## config.mk

```make
export PLATFORM = sky130hd
export DESIGN_NAME = serial_adder
export DESIGN_NICKNAME = d
export VERILOG_FILES = /design/src/rtl/serial_adder_pkg.sv /design/src/rtl/serial_adder_full_adder.sv /design/src/rtl/serial_adder.sv
export SDC_FILE = /design/constraint.sdc
export NUM_CORES = 1
export LEC_CHECK = 0
export CAP_MARGIN = 40
export CORE_UTILIZATION = 51
export DETAILED_ROUTE_END_ITERATION = 8
export GPL_TIMING_DRIVEN = 0
export PLACE_DENSITY_LB_ADDON = 0.15
export SETUP_SLACK_MARGIN = 0.3
export SLEW_MARGIN = 20
export SYNTH_ARGS = -nofsm -noshare
export SYNTH_HDL_FRONTEND = slang
export SYNTH_SLANG_ARGS = --single-unit
```

## constraint.sdc

```tcl
create_clock -name clk -period 2.1 [get_ports clk]
set_clock_uncertainty 0.1 [all_clocks]
set_input_delay 0.42 -clock clk [delete_from_list [all_inputs] [get_ports clk]]
set_output_delay 0.42 -clock clk [all_outputs]
set_load 0.1 [all_outputs]
```

## src/rtl/serial_adder_pkg.sv

```systemverilog
// Shared state encoding for the bit-serial adder.
package serial_adder_pkg;

  localparam int unsigned ST_W = 2;

  typedef enum logic [ST_W-1:0] {
    ST_IDLE = 2'd0,
    ST_ADD  = 2'd1,
    ST_DONE = 2'd2
  } state_t;

endpackage

```

## src/rtl/serial_adder_full_adder.sv

```systemverilog
// Structural half_adder cell and the full_adder built from two of them.
module half_adder (
  input  logic a,
  input  logic b,
  output logic s,
  output logic c
);
  assign s = a ^ b;
  assign c = a & b;
endmodule

module full_adder (
  input  logic a,
  input  logic b,
  input  logic c_in,
  output logic c_out,
  output logic s
);
  logic s1, c1, c2;

  half_adder u_ha0 (.a(a),  .b(b),    .s(s1), .c(c1));
  half_adder u_ha1 (.a(s1), .b(c_in), .s(s),  .c(c2));

  assign c_out = c1 | c2;
endmodule

```

## src/rtl/serial_adder.sv

```systemverilog
// Bit-serial WIDTH-bit adder: one bit per clock LSB-first through a registered carry.
module serial_adder
  import serial_adder_pkg::*;
#(
  parameter int unsigned WIDTH = 8
) (
  input  logic             clk,
  input  logic             rst,
  input  logic             start,
  input  logic [WIDTH-1:0] a,
  input  logic [WIDTH-1:0] b,
  input  logic             c_in,
  output logic             busy,
  output logic             done,
  output logic [WIDTH-1:0] sum,
  output logic             c_out
);
  localparam int unsigned CW = $clog2(WIDTH);
  localparam logic [CW-1:0] LAST = CW'(WIDTH - 1);

  state_t             state_q;
  logic [WIDTH-1:0]   a_sh_q, b_sh_q;
  // Partial sum keeps only the WIDTH-1 bits already produced; the newest bit comes from the adder.
  logic [WIDTH-2:0]   s_sh_q;
  logic               carry_q;
  logic [CW-1:0]      cnt_q;
  logic [WIDTH-1:0]   sum_q;
  logic               c_out_q;

  logic               fa_s, fa_co;
  logic [WIDTH-1:0]   sum_d;

  full_adder u_fa (
    .a    (a_sh_q[0]),
    .b    (b_sh_q[0]),
    .c_in (carry_q),
    .c_out(fa_co),
    .s    (fa_s)
  );

  assign sum_d = {fa_s, s_sh_q};

  always_ff @(posedge clk or posedge rst) begin
    if (rst) begin
      state_q <= ST_IDLE;
      a_sh_q  <= '0;
      b_sh_q  <= '0;
      s_sh_q  <= '0;
      carry_q <= 1'b0;
      cnt_q   <= '0;
      sum_q   <= '0;
      c_out_q <= 1'b0;
    end else begin
      case (state_q)
        ST_IDLE, ST_DONE: begin
          if (start) begin
            a_sh_q  <= a;
            b_sh_q  <= b;
            carry_q <= c_in;
            cnt_q   <= '0;
            state_q <= ST_ADD;
          end else begin
            state_q <= ST_IDLE;
          end
        end
        ST_ADD: begin
          a_sh_q  <= a_sh_q >> 1;
          b_sh_q  <= b_sh_q >> 1;
          s_sh_q  <= sum_d[WIDTH-1:1];
          carry_q <= fa_co;
          if (cnt_q == LAST) begin
            sum_q   <= sum_d;
            c_out_q <= fa_co;
            state_q <= ST_DONE;
          end else begin
            cnt_q <= cnt_q + CW'(1);
          end
        end
        default: state_q <= ST_IDLE;
      endcase
    end
  end

  assign busy  = (state_q == ST_ADD);
  assign done  = (state_q == ST_DONE);
  assign sum   = sum_q;
  assign c_out = c_out_q;

endmodule

```

==> flow_summary.json, run 1 <==
{
  "outcome": "complete, no violations",
  "cts.clk_slew.worst_paths_ns": 0.10,
  "total_switching_power_mw": 1.86,
  "worst_slew_pin_slew_ns": 0.263,
  "synthesis.nets": 179,
  "synth-warning-count": 0,
  "cts.sink_count": 38,
  "grt_use_total_pct": 24.8,
  "postRouteWirelength_um": 4290,
  "route.vias.total": 1378,
  "globalplace.congestion": 0.743,
  "dieHeight_um": 59.5,
  "die_w_um": 59.5,
  "timing.final.crit_period_ns": 1.99,
  "place_ws_ns": -0.0199,
  "timing.setup.tns_ns": 0,
  "initial_core_utilization_pct": 54.4,
  "post-layout-total-power_mw": 4.37,
  "clockBufferDepth": 2,
  "critPathKind": "reg2out",
  "antenna_found_initial": 0,
  "whs_ns": 0.155,
  "antenna_left": 0,
  "worst_skew_pair.late_latency_ns": 0.35,
  "worst_setup_path_start_kind": "flop",
  "synth-seq-cells": 38,
  "reg2reg_to": "cnt_q[0]$_DFFE_PP0P_",
  "power.leakage_nw": 1.20,
  "globalRoute.totalOverflow": 0,
  "remaining_drc_errors": 0,
  "placed_cells_incl_taps": 241,
  "p_int_mw": 2.51,
  "number_of_iterations_in_the_first_detailed_routing_pass": 5,
  "antenna_cells_inserted": 0,
  "final_hold_viol_count": 0,
  "power_switching_share_pct": 42.6,
  "synth_cells": 156,
  "synth.distinct_cells": 25,
  "cap_violations": 0,
  "critical_path_peak_fanout": 3,
  "reg2reg_depth": 5,
  "pwr-share-comb_pct": 55.7,
  "drt_first_iter_violations": 75,
  "timing.critical_path.required_ns": 1.58,
  "post_synth_main_area_contributors": "sky130_fd_sc_hd__dfrtp_1, sky130_fd_sc_hd__mux2_2, sky130_fd_sc_hd__nand2_1",
  "sequentialPowerShare_pct": 29.7,
  "cts_tree": "done",
  "top_level_ports": 31,
  "placeableCoreArea_um2": 3100,
  "cts.root.buffer_cell": "sky130_fd_sc_hd__clkbuf_4",
  "synth_flop_cell": "sky130_fd_sc_hd__dfrtp_1",
  "timing.critical_path.arrival_ns": 1.47,
  "hold_path.class": "in2async",
  "rsz0062_at_grt": "true",
  "grt_pass1_wl_um": 6260,
  "cellPowerDensity_nw_per_um2": 1760,
  "synth_top_cell_by_area": "sky130_fd_sc_hd__dfrtp_1",
  "reg2reg_slack_ns": 0.35,
  "critical_path.reg2reg.startpoint": "cnt_q[0]$_DFFE_PP0P_",
  "netlist_top_cells_count": "sky130_fd_sc_hd__dfrtp_1, sky130_fd_sc_hd__nand2_1, sky130_fd_sc_hd__a21oi_1, sky130_fd_sc_hd__inv_1, sky130_fd_sc_hd__mux2_2",
  "viasPerCell": 5.36,
  "endpoint_kind": "primary output",
  "synth_enable_flop_cells": 0,
  "grt_pass1_vias": 1373,
  "layout_setup_ws_ns": 0.108,
  "postSynth.asyncResetShare_pct": 100,
  "area_growth_pct": 47.3,
  "nNetsFinal": 235,
  "syn_area_um2": 1690,
  "yosysTopAreaCellShare_pct": 56.3,
  "filler_cell_count": 183,
  "count_of_final_max_slew_check_failures": 0,
  "synth_seq_area_share_pct": 56.3,
  "post-route-period-util_pct": 94.8,
  "setup-violations-final": 0,
  "rows": 20,
  "finalNonFillerCells": 257,
  "count_of_port_buffers_added_during_placement": 30,
  "final_layout_size_suffix_gt1_share_pct": 24.9,
  "fmax_mhz": 502,
  "cell_with_the_most_instances_after_synthesis": "sky130_fd_sc_hd__dfrtp_1",
  "grt_start_max_net_pins": 39,
  "pwr-share-clk_pct": 14.6,
  "hold_buffers": 0,
  "timing.max_slew.rel_slack_pct": 82.5,
  "hpwl_um": 2380,
  "ir_worst_vdd_mv": 0.885,
  "detail_route.wl_per_cell_um": 16.7,
  "post_synth.cell_area_avg_um2": 10.8,
  "ctsHtreeMaxLevel": 2,
  "dieArea_um2": 3540,
  "tritoncts.num_buffers": 5
}
==> routing by layer <==
metal	part of all wire, %	GRT usage [%]	vias to the layer above	routed length [um]
met2	54	44.6	47	2300
met5	0	0	-	0
met4	1.8	9.97	0	77
li1	-	-	647	-
met1	40	29.1	674	1690
met3	4.9	4.59	10	211
==> layout make-up <==
| cell class | count | area, um2 | share of cell area, % |
|---|---|---|---|
| clock buffers | 6 | 51.3 | 2.06 |
| inverters | 12 | 52.6 | 2.11 |
| repair buffers | 49 | 584 | 23.5 |
| flip-flops and latches | 38 | 951 | 38.2 |
| plain buffers | 9 | 81.3 | 3.27 |
| clock inverters | 2 | 60.1 | 2.42 |
| multi-input cells | 97 | 651 | 26.2 |
| well taps | 44 | 55.1 | 2.21 |
==> metrics by stage <==
stage,area (um2),util (%)
CTS,2410,77.8
floorplan,1700,-
finish,2490,80.1
global placement,2050,66.1
detailed placement,2220,71.4
global route,2490,80.1
==> cells by family (layout without fill, tap and decap cells) <==
logic type,after synthesis,in the layout,share of synthesized area (%)
simple gates,45,45,12.8
flops,38,38,56.3
compound gates,33,33,12.0
buf+inv,21,78,6.00
mux,16,16,10.2
fa+ha+maj,3,3,2.67
==> power by group through the flow <==
stage / Sequential [mW] / Clock, mW / Combinational [mW]
after floorplan: 1.78 / 0 / 0.884
after global placement: 1.27 / 0 / 1.77
after detailed placement: 1.29 / 0 / 2.11
after global routing: 1.32 / 0.686 / 2.58
after CTS: 1.27 / 0.647 / 2.27
final: 1.30 / 0.638 / 2.43
==> layout by cell type (no fill, tap or decap) <==
| cell type | n |
|---|---|
| sky130_fd_sc_hd__buf_6 | 3 |
| sky130_fd_sc_hd__mux2_2 | 9 |
| sky130_fd_sc_hd__a221o_1 | 2 |
| sky130_fd_sc_hd__buf_8 | 3 |
| sky130_fd_sc_hd__clkbuf_4 | 5 |
| sky130_fd_sc_hd__ha_1 | 2 |
| sky130_fd_sc_hd__buf_12 | 12 |
| sky130_fd_sc_hd__bufinv_16 | 2 |
| sky130_fd_sc_hd__inv_8 | 1 |
| sky130_fd_sc_hd__nor2b_4 | 1 |
| sky130_fd_sc_hd__nand3_1 | 6 |
| sky130_fd_sc_hd__or3b_4 | 1 |
| sky130_fd_sc_hd__dlygate4sd2_1 | 9 |
| sky130_fd_sc_hd__and3b_1 | 1 |
| sky130_fd_sc_hd__buf_2 | 5 |
| sky130_fd_sc_hd__nand2_4 | 1 |
| sky130_fd_sc_hd__o211ai_1 | 1 |
| sky130_fd_sc_hd__fa_1 | 1 |
| sky130_fd_sc_hd__nand2_1 | 25 |
| sky130_fd_sc_hd__mux2i_1 | 7 |
| sky130_fd_sc_hd__clkbuf_8 | 1 |
| sky130_fd_sc_hd__o21ai_0 | 3 |
| sky130_fd_sc_hd__a21oi_1 | 13 |
| sky130_fd_sc_hd__nor2_1 | 3 |
| sky130_fd_sc_hd__a211oi_1 | 5 |
| sky130_fd_sc_hd__a21o_1 | 1 |
| sky130_fd_sc_hd__nor2b_1 | 5 |
| sky130_fd_sc_hd__nand2b_1 | 1 |
| sky130_fd_sc_hd__buf_4 | 7 |
| sky130_fd_sc_hd__o22ai_1 | 8 |
| sky130_fd_sc_hd__clkdlybuf4s50_1 | 19 |
| sky130_fd_sc_hd__dfrtp_1 | 38 |
| sky130_fd_sc_hd__inv_2 | 1 |
| sky130_fd_sc_hd__inv_1 | 10 |
| sky130_fd_sc_hd__nand2b_4 | 1 |
==> worst max-delay path, cell delays in order, from the launching register on <==
cell                       delay (ns)
sky130_fd_sc_hd__dfrtp_1         0.43
sky130_fd_sc_hd__buf_6           0.14
sky130_fd_sc_hd__nand2b_4        0.06
sky130_fd_sc_hd__buf_8           0.11
sky130_fd_sc_hd__inv_8           0.03
sky130_fd_sc_hd__buf_8           0.11
sky130_fd_sc_hd__buf_6           0.11
sky130_fd_sc_hd__buf_12          0.15
==> registers in the layout (all words and copies together) (netlist names) <==
register	cells
a_sh_q	8
b_sh_q	8
sum	8
s_sh_q	7
cnt_q	3
state_q	2
c_out	1
carry_q	1
==> worst max-delay path by stage <==
stage	to	slack, ns	startpoint	cells past startpoint
floorplan	done	0.47	state_q[1]$_DFFE_PP0P_	2
global placement	busy	-0.42	state_q[1]$_DFFE_PP0P_	5
detailed placement	busy	-0.02	state_q[1]$_DFFE_PP0P_	6
CTS	busy	0.06	state_q[0]$_DFFE_PP0P_	7
global route	busy	0.06	state_q[0]$_DFFE_PP0P_	7
finish	busy	0.11	state_q[0]$_DFFE_PP0P_	7
==> what timing repair did <==
item | 4_1_cts | 5_1_grt
setup endpoints to repair | 11 | 2
pin swaps | 0 | 0
buffers inserted | 3 | 5
resized for setup | 33 | 4
Note: power is estimated with default switching activity, not from simulation.
==> inputs of run 2 (changes only) <==
- PLACE_DENSITY: not set -> 0.78
- PLACE_DENSITY_LB_ADDON: 0.15 -> not set
==> run 2 against run 1 <==
  * Sequential share of layout area increased by 0.87 points
  * Register-to-register slack gained 0.10 ns
  * Final cell count is the same
  * Clock power fell by 42%
  * Global-route usage shrank 0.77 points
  * Power is 7.8% lower
  * Combinational power fell by 2%
  * Die area unchanged
  * Clock-buffer cell count stayed put
  * Wire length shrank 10%
==> flow_summary.json, run 2 (same netlist as run 1, synthesis figures left out) <==
{
  "remaining_drc_errors": 0,
  "cts.clk_slew.worst_paths_ns": 0.11,
  "timing.max_slew.rel_slack_pct": 83.9,
  "postPlaceCellArea_um2": 2220,
  "count_of_final_max_slew_check_failures": 0,
  "final_hold_viol_count": 0,
  "critPathMaxStageDelay_ns": 0.41,
  "worst_path_max_delay_cell": "sky130_fd_sc_hd__dfrtp_1",
  "finalCoreUtilization_pct": 78.3,
  "cellPowerDensity_nw_per_um2": 1660,
  "worst_setup_path_start_kind": "flop",
  "filler_cell_count": 208,
  "worst_slew_pin_slew_ns": 0.239,
  "post-route-period-util_pct": 94.1,
  "critical_path.reg2reg.startpoint": "cnt_q[0]$_DFFE_PP0P_",
  "tritoncts.num_buffers": 5,
  "layout_setup_ws_ns": 0.124,
  "reg2reg_depth": 5,
  "die_w_um": 59.5,
  "place_ws_ns": -0.0419,
  "critPathMostFrequentCell": "sky130_fd_sc_hd__buf_6",
  "critical_path_peak_fanout": 4,
  "globalplace.congestion": 0.770,
  "clockBufferDepth": 2,
  "grt_pass1_wl_um": 6070,
  "endpoint_kind": "primary output",
  "whs_ns": 0.147,
  "multiInputGateArea_um2": 651,
  "drt_first_iter_violations": 31,
  "rows": 20,
  "critPathKind": "reg2out",
  "setup.worst_path.start": "state_q[0]$_DFFE_PP0P_",
  "antenna_left": 0,
  "reg2reg_slack_ns": 0.45,
  "power.leakage_nw": 1.18,
  "hold_buffers": 0,
  "placeableCoreArea_um2": 3100,
  "timing.final.crit_period_ns": 1.98,
  "layout.cells.most_common_list": "sky130_fd_sc_hd__dfrtp_1, sky130_fd_sc_hd__nand2_1, sky130_fd_sc_hd__clkdlybuf4s50_1, sky130_fd_sc_hd__a21oi_1, sky130_fd_sc_hd__buf_12",
  "reg2reg_to": "cnt_q[0]$_DFFE_PP0P_",
  "dieHeight_um": 59.5,
  "outcome": "complete, no violations",
  "area_growth_pct": 44.0,
  "grt_pass1_vias": 1395,
  "post-layout-total-power_mw": 4.03,
  "grt_use_total_pct": 24.0,
  "dieArea_um2": 3540,
  "cts.sink_count": 38,
  "antenna_cells_inserted": 0,
  "timing.critical_path.arrival_ns": 1.46,
  "number_of_iterations_in_the_first_detailed_routing_pass": 4,
  "final_layout_size_suffix_gt1_share_pct": 24.9,
  "worst_skew_pair.late_latency_ns": 0.34,
  "layout.cells.most_common": "sky130_fd_sc_hd__dfrtp_1",
  "count_of_port_buffers_added_during_placement": 30,
  "postRouteWirelength_um": 3840,
  "crit_path_cell_trace": "buf_6 -> nand2b_4 -> buf_6 -> inv_6 -> buf_8 -> buf_6 -> buf_12",
  "cts.root.buffer_cell": "sky130_fd_sc_hd__clkbuf_4",
  "layout.area.seq_um2": 951,
  "viasPerCell": 5.32,
  "fmax_mhz": 506,
  "detail_route.wl_per_cell_um": 14.9,
  "initial_core_utilization_pct": 54.4,
  "ctsHtreeMaxLevel": 2,
  "cap_violations": 0,
  "critical_path.top_delay_family": "buffers and inverters",
  "critPathBufInv": 6,
  "nNetsFinal": 237,
  "rsz0062_at_grt": "true",
  "ir_worst_vdd_mv": 0.830,
  "final_area_um2": 2430,
  "top_level_ports": 31,
  "hold_path.class": "in2async",
  "grt_start_max_net_pins": 39,
  "cts_tree": "done",
  "setup-violations-final": 0,
  "globalRoute.totalOverflow": 0,
  "route.vias.total": 1367,
  "antenna_found_initial": 0,
  "timing.critical_path.required_ns": 1.58,
  "hpwl_um": 2500
}
-- run 2: cell count changes in the layout (fill, tap and decap cells not counted), sizes merged --
cell    before  now
bufinv       2    0
buf         30   32
-- run 2: layout make-up --
| type | instances | share of cell area [%] |
|---|---|---|
| clock buffers | 6 | 2.11 |
| repair buffers | 51 | 24.7 |
| multi-input cells | 97 | 26.8 |
| well taps | 44 | 2.26 |
| plain buffers | 9 | 3.04 |
| flip-flops and latches | 38 | 39.1 |
| inverters | 12 | 2.06 |
-- run 2: worst max-delay path by stage --
stage | to | slack [ns] | depth (start not counted)
after floorplan | done | 0.47 | 2
after global routing | busy | 0.07 | 7
after global placement | busy | -0.42 | 5
after CTS | busy | 0.04 | 7
final | busy | 0.12 | 7
after detailed placement | busy | -0.04 | 6
-- run 2: layer usage --
metal / share of wire (%) / GRT usage [%] / vias up
met1: 41 / 26.6 / 679
met5: 0 / 0 / -
met3: 3.3 / 4.80 / 9
met4: 2.2 / 9.30 / 0
met2: 53 / 44.9 / 36
li1: - / - / 643
-- run 2: where the power goes --
part | switching [mW] | internal (mW) | total [mW] | leakage [nW]
registers | 0.217 | 1.06 | 1.28 | 0.465
clock network | 0.216 | 0.151 | 0.367 | 0.0302
logic | 1.34 | 1.04 | 2.38 | 0.682
total | 1.78 | 2.25 | 4.03 | 1.18
-- run 2: stage by stage --
stage	TNS (ns)	std cells
floorplan	0	156
global placement	-1.47	230
detailed placement	-0.0419	241
CTS	0	250
global route	0	257
finish	0	257
-- run 2: worst reg2reg max path, stage by stage, from the launching register on --
cell and delay, ns:
sky130_fd_sc_hd__dfrtp_1 0.42, sky130_fd_sc_hd__ha_1 0.21, sky130_fd_sc_hd__ha_1 0.24, sky130_fd_sc_hd__or3b_4 0.41
sky130_fd_sc_hd__nand3_1 0.09, sky130_fd_sc_hd__o21ai_0 0.08
-- run 2: timing repair --
item | 4_1_cts | 5_1_grt
setup buffers | 4 | 6
resized for setup | 32 | 2
endpoints found under the setup margin | 11 | 2
==> inputs of run 3 (changes only) <==
- clock period: 2.1 -> 2 ns (I/O delays scaled with it)
==> run 3 against run 2 <==
  * Power grew 6.2%
  * Hold slack lost 0.025 ns
  * First-iteration DRC count is the same
  * Final cell count is the same
  * Critical path type unchanged
  * Via count grew 0.51%
  * Largest cell class unchanged
  * Register-to-register slack lost 0.06 ns
==> flow_summary.json, run 3 (same netlist as run 1, synthesis figures left out) <==
{
  "critPathKind": "reg2out",
  "timing.max_slew.rel_slack_pct": 84.0,
  "cts_tree": "done",
  "antenna_found_initial": 0,
  "initial_core_utilization_pct": 54.4,
  "finalNonFillerCells": 257,
  "rsz0062_at_grt": "true",
  "dieHeight_um": 59.5,
  "layout.area.seq_um2": 951,
  "globalplace.congestion": 0.770,
  "final_layout_size_suffix_gt1_share_pct": 25.8,
  "route.vias.total": 1374,
  "layout.cells.most_common_list": "sky130_fd_sc_hd__dfrtp_1, sky130_fd_sc_hd__nand2_1, sky130_fd_sc_hd__clkdlybuf4s50_1, sky130_fd_sc_hd__a21oi_1, sky130_fd_sc_hd__buf_12",
  "die_w_um": 59.5,
  "critPathMaxStageDelay_ns": 0.41,
  "viasPerCell": 5.35,
  "layout_setup_ws_ns": 0.0690,
  "multiInputGateArea_um2": 653,
  "hold_path.class": "in2async",
  "outcome": "complete, no violations",
  "cts.root.buffer_cell": "sky130_fd_sc_hd__clkbuf_4",
  "globalRoute.totalOverflow": 0,
  "area_growth_pct": 44.8,
  "filler_cell_count": 211,
  "critPathBufInv": 6,
  "timing.critical_path.arrival_ns": 1.43,
  "critical_path.top_delay_family": "buffers and inverters",
  "fmax_mhz": 518,
  "cts.clk_slew.worst_paths_ns": 0.11,
  "crit_path_cell_trace": "buf_6 -> nand2b_4 -> buf_6 -> inv_6 -> buf_8 -> buf_6 -> buf_12",
  "rows": 20,
  "cap_violations": 0,
  "antenna_cells_inserted": 0,
  "whs_ns": 0.123,
  "setup-violations-final": 0,
  "worst_skew_pair.late_latency_ns": 0.34,
  "placeableCoreArea_um2": 3100,
  "placed_cells_incl_taps": 241,
  "worst_slew_pin_slew_ns": 0.239,
  "count_of_port_buffers_added_during_placement": 30,
  "final_hold_viol_count": 0,
  "hpwl_um": 2500,
  "nNetsFinal": 237,
  "dr_wl_met2_um": 2210,
  "cts.sink_count": 38,
  "ctsHtreeMaxLevel": 2,
  "grt_pass1_vias": 1415,
  "timing.setup.tns_ns": 0,
  "cellPowerDensity_nw_per_um2": 1750,
  "wl_met1_um": 1540,
  "critical_path_peak_fanout": 2,
  "ir_worst_vdd_mv": 0.916,
  "grt_use_total_pct": 25.7,
  "grt_pass1_wl_um": 6390,
  "postRouteWirelength_um": 4040,
  "detail_route.wl_per_cell_um": 15.7,
  "tritoncts.num_buffers": 5,
  "clockBufferDepth": 2,
  "critPathMostFrequentCell": "sky130_fd_sc_hd__buf_6",
  "grt_start_max_net_pins": 39,
  "worst_setup_path_start_kind": "flop",
  "dr.max_layer_used": "met4",
  "post-route-period-util_pct": 96.6,
  "drt_first_iter_violations": 31,
  "place_ws_ns": -0.122,
  "endpoint_kind": "primary output",
  "finalCoreUtilization_pct": 78.8,
  "antenna_left": 0,
  "timing.final.crit_period_ns": 1.93,
  "dieArea_um2": 3540,
  "count_of_final_max_slew_check_failures": 0,
  "worst_path_max_delay_cell": "sky130_fd_sc_hd__dfrtp_1",
  "power.leakage_nw": 1.16,
  "top_level_ports": 31,
  "layout.cells.most_common": "sky130_fd_sc_hd__dfrtp_1",
  "timing.critical_path.required_ns": 1.50,
  "remaining_drc_errors": 0,
  "met3WireLength_um": 189,
  "number_of_iterations_in_the_first_detailed_routing_pass": 4
}
run 3: changes by cell type in the layout (fill, tap and decap cells not counted):
| cell | before | now |
|---|---|---|
| sky130_fd_sc_hd__dlygate4sd2_1 | 9 | 0 |
| sky130_fd_sc_hd__clkdlybuf4s15_1 | 0 | 8 |
| sky130_fd_sc_hd__buf_4 | 9 | 8 |
| sky130_fd_sc_hd__buf_6 | 5 | 6 |
| sky130_fd_sc_hd__clkbuf_2 | 0 | 1 |
| sky130_fd_sc_hd__ha_1 | 2 | 1 |
| sky130_fd_sc_hd__ha_2 | 0 | 1 |
run 3: metal layers:
| layer | track usage, % | up-vias |
|---|---|---|
| met5 | 0 | - |
| met4 | 9.63 | 0 |
| met2 | 49.1 | 50 |
| met3 | 6.33 | 10 |
| met1 | 26.7 | 670 |
| li1 | - | 644 |
run 3: layout make-up:
type / count / area share (%)
Buffer: 9 / 3.02
Clock buffer: 6 / 2.10
Inverter: 12 / 2.05
Multi-Input combinational cell: 97 / 26.7
Sequential cell: 38 / 38.9
Tap cell: 44 / 2.25
Timing Repair Buffer: 51 / 24.9
run 3: worst register-to-register path: stages, from the launching register on:
cell and delay (ns):
sky130_fd_sc_hd__dfrtp_1 0.42, sky130_fd_sc_hd__ha_1 0.22, sky130_fd_sc_hd__ha_2 0.20, sky130_fd_sc_hd__or3b_4 0.39, sky130_fd_sc_hd__nand3_1 0.09, sky130_fd_sc_hd__o21ai_0 0.08
run 3: power by group:
group / internal [mW] / leakage [nW] / switching (mW) / total, mW
sequential: 1.12 / 0.465 / 0.233 / 1.35
combinational: 1.10 / 0.663 / 1.43 / 2.53
clock: 0.159 / 0.0302 / 0.238 / 0.396
run 3: path summary, 6_finish.rpt:
path,startpoint,endpoint,cells after the start,slack (ns)
setup / recovery,state_q[0]$_DFFE_PP0P_,busy,7,0.07
hold / removal,rst,a_sh_q[5]$_DFFE_PP0P_,2,0.12
setup reg to reg,cnt_q[0]$_DFFE_PP0P_,cnt_q[0]$_DFFE_PP0P_,5,0.39
hold reg to reg,sum[0]$_DFFE_PP0P_,sum[0]$_DFFE_PP0P_,1,0.41
max in group asynchronous,rst,b_sh_q[1]$_DFFE_PP0P_,3,1.28
min in group clk,sum[0]$_DFFE_PP0P_,sum[0]$_DFFE_PP0P_,1,0.41
run 3: stage by stage:
step	total power, mW	cell area (um2)
final	4.28	2440
after CTS	4.19	2400
after detailed placement	3.58	2220
after global routing	4.50	2440
after floorplan	2.80	1700
after global placement	3.19	2050
run 3: what timing repair did:
action                                  in CTS  in global routing
gates resized for setup                     34                 12
endpoints found under the setup margin      11                 11
buffers inserted                             9                  1
cloned                                       0                  0
hold buffers                                 0                  0
